--- src/rtl/icache_pkg.sv ---
// Shared ICache header: cell count, index/instruction widths and loader FSM encodings.
// The ICache and its boot loader both size themselves from these defaults.
package icache_pkg;

   localparam int unsigned IcacheDepth      = 256;
   localparam int unsigned IcacheIndexWidth = 32;
   localparam int unsigned InstrWidth       = 16;

   typedef enum logic [2:0] {
      StIdle,
      StLenLo,
      StLenHi,
      StDataLo,
      StDataHi,
      StDone,
      StError
   } loader_state_e;

endpackage

--- src/rtl/icache_loader.sv ---
// Boot-time ICache filler: takes a length-prefixed little-endian byte stream and writes
// consecutive 16-bit halfwords from index 0, holding CPU fetch until the image is complete.
module icache_loader
   import icache_pkg::*;
#(
   parameter int unsigned DEPTH       = IcacheDepth,
   parameter int unsigned INDEX_WIDTH = IcacheIndexWidth
) (
   input  logic                   clk,
   input  logic                   not_reset,
   input  logic                   start,
   input  logic                   byte_valid,
   input  logic [7:0]             byte_data,
   output logic                   byte_ready,
   output logic                   write_enable,
   output logic [INDEX_WIDTH-1:0] write_instruction_index,
   output logic [InstrWidth-1:0]  write_instruction,
   output logic                   cpu_hold,
   output logic                   done,
   output logic                   error
);

   // One spare bit so a count equal to DEPTH is representable.
   localparam int unsigned CntWidth = $clog2(DEPTH) + 1;

   loader_state_e         state_q;
   logic [7:0]            len_lo_q;
   logic [7:0]            data_lo_q;
   logic [15:0]           len_q;
   logic [CntWidth-1:0]   cnt_q;

   logic                  accept;
   logic [15:0]           len_rx;
   logic                  last_hw;

   assign accept  = byte_valid && byte_ready;
   assign len_rx  = {byte_data, len_lo_q};
   assign last_hw = (32'(cnt_q) + 32'd1) == 32'(len_q);

   always_ff @(posedge clk or negedge not_reset) begin
      if (!not_reset) begin
         state_q                 <= StIdle;
         len_lo_q                <= '0;
         data_lo_q               <= '0;
         len_q                   <= '0;
         cnt_q                   <= '0;
         byte_ready              <= 1'b0;
         write_enable            <= 1'b0;
         write_instruction_index <= '0;
         write_instruction       <= '0;
         cpu_hold                <= 1'b1;
         done                    <= 1'b0;
         error                   <= 1'b0;
      end else begin
         write_enable <= 1'b0;
         done         <= 1'b0;
         case (state_q)
            StIdle, StDone, StError: begin
               if (start) begin
                  state_q    <= StLenLo;
                  byte_ready <= 1'b1;
                  error      <= 1'b0;
                  cpu_hold   <= 1'b1;
                  cnt_q      <= '0;
               end
            end
            StLenLo: begin
               if (accept) begin
                  len_lo_q <= byte_data;
                  state_q  <= StLenHi;
               end
            end
            StLenHi: begin
               if (accept) begin
                  len_q <= len_rx;
                  if (32'(len_rx) > DEPTH) begin
                     state_q    <= StError;
                     byte_ready <= 1'b0;
                     error      <= 1'b1;
                  end else if (len_rx == 16'd0) begin
                     state_q    <= StDone;
                     byte_ready <= 1'b0;
                     done       <= 1'b1;
                     cpu_hold   <= 1'b0;
                  end else begin
                     state_q <= StDataLo;
                  end
               end
            end
            StDataLo: begin
               if (accept) begin
                  data_lo_q <= byte_data;
                  state_q   <= StDataHi;
               end
            end
            StDataHi: begin
               if (accept) begin
                  write_enable            <= 1'b1;
                  write_instruction_index <= INDEX_WIDTH'(cnt_q);
                  write_instruction       <= {byte_data, data_lo_q};
                  cnt_q                   <= cnt_q + CntWidth'(1);
                  if (last_hw) begin
                     state_q    <= StDone;
                     byte_ready <= 1'b0;
                     done       <= 1'b1;
                     cpu_hold   <= 1'b0;
                  end else begin
                     state_q <= StDataLo;
                  end
               end
            end
            default: begin
               state_q    <= StIdle;
               byte_ready <= 1'b0;
            end
         endcase
      end
   end

endmodule

--- config.mk ---
export PLATFORM = sky130hd
export DESIGN_NAME = icache_loader
export DESIGN_NICKNAME = d
export VERILOG_FILES = /design/src/rtl/icache_pkg.sv /design/src/rtl/icache_loader.sv
export SDC_FILE = /design/constraint.sdc
export NUM_CORES = 1
export LEC_CHECK = 0
export BUFFER_PORTS_ARGS = -buffer_cell sky130_fd_sc_hd__buf_2
export CORE_MARGIN = 8
export CORE_UTILIZATION = 60
export CTS_CLUSTER_SIZE = 16
export DETAILED_ROUTE_END_ITERATION = 10
export HOLD_SLACK_MARGIN = 0.1
export PLACE_DENSITY = 0.85
export SLEW_MARGIN = 40
export SYNTH_ARGS = -nofsm -noshare
export SYNTH_HDL_FRONTEND = slang
export SYNTH_SLANG_ARGS = --single-unit
--- constraint.sdc ---
create_clock -name clk -period 5.19 [get_ports clk]
set_input_delay 0.2595 -clock clk [delete_from_list [all_inputs] [get_ports clk]]
set_output_delay 0.2595 -clock clk [all_outputs]
set_load 0.1 [all_outputs]
### After elaboration in Yosys (flattened, before gate mapping)

Index checks and enable logic that the tools add are counted.

* add/subtract/negate cells: 2
* reductions and logical operators: 17
* eq/ne operators: 17
* order comparisons: 1
* bitwise operators: 1
* muxes and demuxes: 34

Operator list (number)
* two-way mux 3 bit: 8
* two-way mux 1 bit: 18
* two-way mux 9 bit: 2
* inequality test 2 bit (second input constant): 9
* case mux 9 bit (2 select lines): 1
* equality test 10 x 16 -> 1 bit: 1
* greater-than comparator 16 x 9 -> 1 bit (second input constant): 1
* zero test 16 bit: 1
* case mux 3 bit (5 select lines): 1
* adder 9 x 1 -> 10 bit (second input constant): 1
* adder 9 x 1 -> 9 bit (second input constant): 1
* equality test 3 bit (second input constant): 3
* AND reduction 2 bit: 4
* AND reduction 7 bit: 1
* equality test 3 x 2 -> 1 bit (second input constant): 2
* AND reduction 6 bit: 1
* AND reduction 5 bit: 1
* case mux 1 bit (2 select lines): 2
* case mux 1 bit (4 select lines): 1
* AND reduction 4 bit: 1
* nonzero test 2 bit: 2
* equality test 3 x 1 -> 1 bit (second input constant): 1
* zero test 3 bit: 1
* inequality test 3 bit (second input constant): 1
* 7 further kinds: 7

* output and inout port bits: 53
* flip-flop bits (word level): 74
* word-level logic and storage cells: 84
* input port bits: 12

### Longest topological paths before layout

* depth after elaboration: 5
* gate-level depth with buffers: 8
* depth with buffers taken out: 7

### Worst setup path after synthesis

OpenSTA, ideal clock, no wires.

* kind: reg2reg
* start: register byte_ready
* end: register len_q[10]
* setup slack: 2.717 ns
* cell stages (with the launch flop): 7
* buffers on the path: 2
* setup time: 0.125 ns
* required time: 5.065 ns
* period minus slack after synthesis: 2.473 ns
* arrival: 2.348 ns
* path through: dfrtp_1 > and2_1 > clkbuf_1 > nand2_1 > nor2_2 > buf_2 > mux2_2

* word-level cells in the longest chain between the ends: 2

RTL lines
* from (decl): line icache_loader.sv:14 `output logic byte_ready,`
* from (signal assigned): line icache_loader.sv:47 `byte_ready <= 1'b0;`
* from (signal assigned): line icache_loader.sv:61 `byte_ready <= 1'b1;`
* from (signal assigned): line icache_loader.sv:78 `byte_ready <= 1'b0;`
* logical AND 1 bit: line icache_loader.sv:36 `assign accept = byte_valid && byte_ready;`
* AND reduction 2 bit (no line)
* to (signal assigned): line icache_loader.sv:75 `len_q <= len_rx;`
* to (decl): line icache_loader.sv:29 `logic [15:0] len_q;`

Every way passes these cells.
A chain may end at the register's enable or synchronous reset.

### Final worst setup path

* start: register cnt_q[0]
* end: register byte_ready

* word-level cells in the longest chain between the ends: 4

RTL lines
* from (decl): line icache_loader.sv:30 `logic [CntWidth-1:0] cnt_q;`
* from (signal assigned): line icache_loader.sv:101 `cnt_q <= cnt_q + CntWidth'(1);`
* adder 9 x 1 -> 10 bit: line icache_loader.sv:38 `assign last_hw = (32'(cnt_q) + 32'd1) == 32'(len_q);`
* equality test 10 x 16 -> 1 bit: line icache_loader.sv:38
* inequality test 2 bit (no line)
* AND reduction 6 bit (no line)

Every way passes these cells.

==> out/results.txt <==
Final critical path time including I/O delays and setup -> 2570 ps
Portion of total power attributed to the clock network -> 17.0%
Cell breakdown of the critical path -> ha_1, and2_1, nand4_2, xnor2_1, or3_1, a2111oi_4, o21ai_0
Clock tree root buffer cell -> sky130_fd_sc_hd__clkbuf_8
Clk buf depth -> 2
DRC violation count after routing -> 0
Post-synthesis instance area -> 3630 um^2
Power share of the combinational group -> 46.1%
Max-slew headroom at the worst pin -> 49.4%
Post-detailed-route count of antenna-violating nets -> 0
Post-CTS clock slew at the launch and capture registers of the worst setup and hold paths -> 80 ps
Initial cell density of the core -> 61.8%
Path class of the lowest-slack min-delay path -> in2reg
Ratio of cells with drive above 1 in the final layout -> 24.7%
Count of pins over their slew limit -> 0
Post-synthesis sequential area ratio -> 51.0%
IO Port Bufs -> 41
Via density per instance -> 5.61
Die footprint -> 8800 um^2
Count of flip-flops with a built-in enable after synthesis -> 0
Sum of negative setup slack -> 0 ps
Net switching power -> 1270 uW
Static leakage -> 0.00195 uW
WP data required -> 5390 ps
Total clock sinks -> 74
Top area cells in the synthesized netlist -> sky130_fd_sc_hd__dfrtp_1 (50%), sky130_fd_sc_hd__mux2_2 (9.9%), sky130_fd_sc_hd__nand2_1 (9.0%)
Placeable core area -> 5890 um^2
CTS tree -> done
Internal Dissipation -> 1310 uW
RSZ-0062 raised after global routing -> no
Post_cts resized -> 0
Total stage count of the critical path -> 7
Initial antenna violation count -> 0
Min-Delay Path Depth -> 3
Hold Violations, Final -> 0
Row count -> 28
Violation count after the first detailed-route iteration -> 252
Number of buffers added by the clock tree synthesis step -> 9
Routed wirelength normalized by instance count -> 16.5 um
Sequential cell fraction of total power -> 36.9%
Clock latency of the later-clocked register in the worst-skew pair -> 350 ps
VDD IR-drop max -> 0.519 mV
First-pass GRT wire length -> 13,300 um
Critical path's slowest cell -> sky130_fd_sc_hd__dfrtp_1
R2R Path Start -> cnt_q[0]
Delay of the slowest critical-path stage -> 480 ps
Global-route congestion overflow total -> 0
Critical Path End Type -> flop
Hold path start -> byte_data[7]
Total power density per cell area -> 647 nW/um^2
Per-instance average area after synthesis -> 9.96 um^2
Synth Register Bits -> 74
Worst Max-Slew Pin Slew -> 759 ps
Endpoint of the lowest-slack register-to-register path -> byte_ready
Tot GR Track Use -> 18.8%
Data arrival time of the critical path -> 2770 ps
Final net count -> 414
Area growth from synthesis to layout -> 9.74%
Antenna Diode Count -> 0
Number of instances in the synthesized netlist -> 365
Crit path max fanout -> 8
Number of maximum-capacitance constraint violations -> 0
Reg2reg path depth -> 7
Result of the run -> finished, final reports clean
Count of TritonRoute iterations in the first routing pass -> 5
Startpoint types -> flop
H-tree level count -> 3
Number of distinct standard cells referenced by the synthesized netlist -> 51
HPWL after detailed placement -> 5500 um
Die Y -> 93.8 um
Post-synth top area cell -> sky130_fd_sc_hd__dfrtp_1
F_max -> 390 MHz
Register-to-Register Setup Slack -> 2620 ps
Proportion of total power due to net switching -> 49.1%
End point of the worst hold path -> write_instruction[15]
Placement-stage worst setup slack -> 2670 ps
Top_reg_cell synth -> sky130_fd_sc_hd__dfrtp_1
Startpoint of the most critical setup path -> cnt_q[0]
Count of boundary I/O pins -> 65
Maximum number of pins on one net before global-route repair -> 75
Setup slack of the critical path after layout -> 2620 ps
Warnings from Yosys -> 0
Overall die width -> 93.8 um
Setup skew after layout -> 11.4 ps
Number of global-route vias before repair -> 2,740
Worst path buffer plus inverter count -> 0
Area fraction of the dominant cell type after synthesis -> 50.3%
Total wirelength of the detailed-routed design -> 7900 um
Async set-or-reset flop fraction in the synthesized netlist -> 100%
Gp weighted congestion -> 0.892
Detailed-route via count -> 2,695
Family with the most delay on the worst path -> simple AND/OR/NAND/NOR gates
Number of endpoints failing setup at the final stage -> 0
Worst setup path class -> reg2reg
Final worst-path cycle share -> 49.4%
==> how the worst max path moves through the flow <==
stage / endpoint / slack (ps)
2_1_floorplan: len_q[10] / 2720
3_3_place_gp: byte_ready / 2800
3_5_place_dp: byte_ready / 2670
4_1_cts: byte_ready / 2650
5_1_grt: byte_ready / 2460
6_report: byte_ready / 2620
==> cell usage after synthesis (2+ instances only) <==
master and number:
sky130_fd_sc_hd__nand2_1 87, sky130_fd_sc_hd__dfrtp_1 73, sky130_fd_sc_hd__mux2_2 32, sky130_fd_sc_hd__buf_4 24, sky130_fd_sc_hd__o21ai_0 24, sky130_fd_sc_hd__clkbuf_1 14, sky130_fd_sc_hd__nand3_1 12, sky130_fd_sc_hd__nor2_1 12
sky130_fd_sc_hd__a21oi_1 9, sky130_fd_sc_hd__xnor2_1 6, sky130_fd_sc_hd__xor2_1 6, sky130_fd_sc_hd__a31oi_1 5, sky130_fd_sc_hd__nand4_1 5, sky130_fd_sc_hd__nand2b_1 4, sky130_fd_sc_hd__nor2b_1 4, sky130_fd_sc_hd__nor4_1 4
sky130_fd_sc_hd__and2_1 3, sky130_fd_sc_hd__inv_1 3, sky130_fd_sc_hd__buf_2 2, sky130_fd_sc_hd__nor3_1 2, sky130_fd_sc_hd__o31ai_1 2, sky130_fd_sc_hd__or3_1 2, sky130_fd_sc_hd__or4_1 2
==> state kept, by name (all words and copies together), names as in the netlist <==
| register | cells |
|---|---|
| state_q | 3 |
| data_lo_q | 8 |
| cnt_q | 9 |
| len_lo_q | 8 |
| write_enable | 1 |
| byte_ready | 1 |
| cpu_hold | 1 |
| done | 1 |
| error | 1 |
| write_instruction | 16 |
| len_q | 16 |
| write_instruction_index | 9 |
==> cell families (layout without fill, tap and decap cells) <==
logic type	after synthesis	count (layout)	share of synthesized area, %
adders and majority gates	1	1	0.344
and+or+nand+nor	145	145	18.3
other	1	23	0.103
DFF	74	74	51.0
buffers and inverters	45	63	7.40
xor gates and xnor gates	12	12	2.89
muxes	33	33	10.2
AOI/OAI and AO/OA	54	54	9.74
==> tightest hold or removal path, cell delays in order <==
cell and delay, ps:
sky130_fd_sc_hd__buf_2 130, sky130_fd_sc_hd__nand2_1 60, sky130_fd_sc_hd__nand2_1 40
==> cell type report <==
type,instances,area [um^2]
multi-input cells,268,1600
repair buffers,44,234
clock inverters,6,67.6
flip-flops and latches,74,1850
clock buffers,9,124
well taps,75,93.8
inverters,4,16.3
fillers,460,1900
==> per-stage QoR <==
| stage | hold slack (ps) | utilization (%) | power [uW] | instance area, um^2 | instances |
|---|---|---|---|---|---|
| detailed placement | 420 | 64.3 | 2150 | 3790 | 464 |
| finish | 169 | 67.8 | 2580 | 3990 | 480 |
| global route | 173 | 67.8 | 2710 | 3990 | 480 |
| floorplan | -36.1 | - | 1940 | 3720 | 387 |
| global placement | 446 | 64.2 | 2100 | 3780 | 464 |
| CTS | 157 | 67.8 | 2600 | 3990 | 480 |
==> timing repair <==
item | 4_1_cts | 5_1_grt
buffers inserted | 0 | 0
hold buffers | 1 | 0
endpoints found under the hold margin | 73 | 0
==> layer usage <==
| layer | share of wire [%] | global-route usage, % | routed length [um] | up-vias |
|---|---|---|---|---|
| li1 | - | - | - | 1273 |
| met3 | 7.9 | 4.64 | 624 | 14 |
| met1 | 41 | 23.7 | 3260 | 1303 |
| met5 | 0 | 0 | 0 | - |
| met4 | 1.6 | 8.32 | 126 | 0 |
| met2 | 49 | 30.0 | 3890 | 105 |
==> layout by cell type (no fill, tap or decap), drive strengths merged, types with 2 or more instances in the layout <==
master / instances
nand3: 12
nand4: 6
clkinvlp: 2
nor4: 4
or3: 3
and3: 2
a31oi: 5
xor2: 6
conb: 23
clkbuf: 9
nand2: 87
nor2b: 4
dfrtp: 73
a2bb2oi: 2
nand2b: 4
a21oi: 9
nor3: 2
or4: 2
xnor2: 6
inv: 4
mux2: 32
buf: 43
o31ai: 2
clkinv: 3
o21ai: 25
nor2: 13
and2: 4
==> power by group through the flow <==
stage,combinational (uW),sequential [uW],clock [uW]
2_1_floorplan,528,1410,0
3_3_place_gp,1160,940,0
3_5_place_dp,1190,958,0
4_1_cts,1200,948,452
5_1_grt,1260,979,473
6_report,1190,952,439
(Power assumes the default switching activity.)
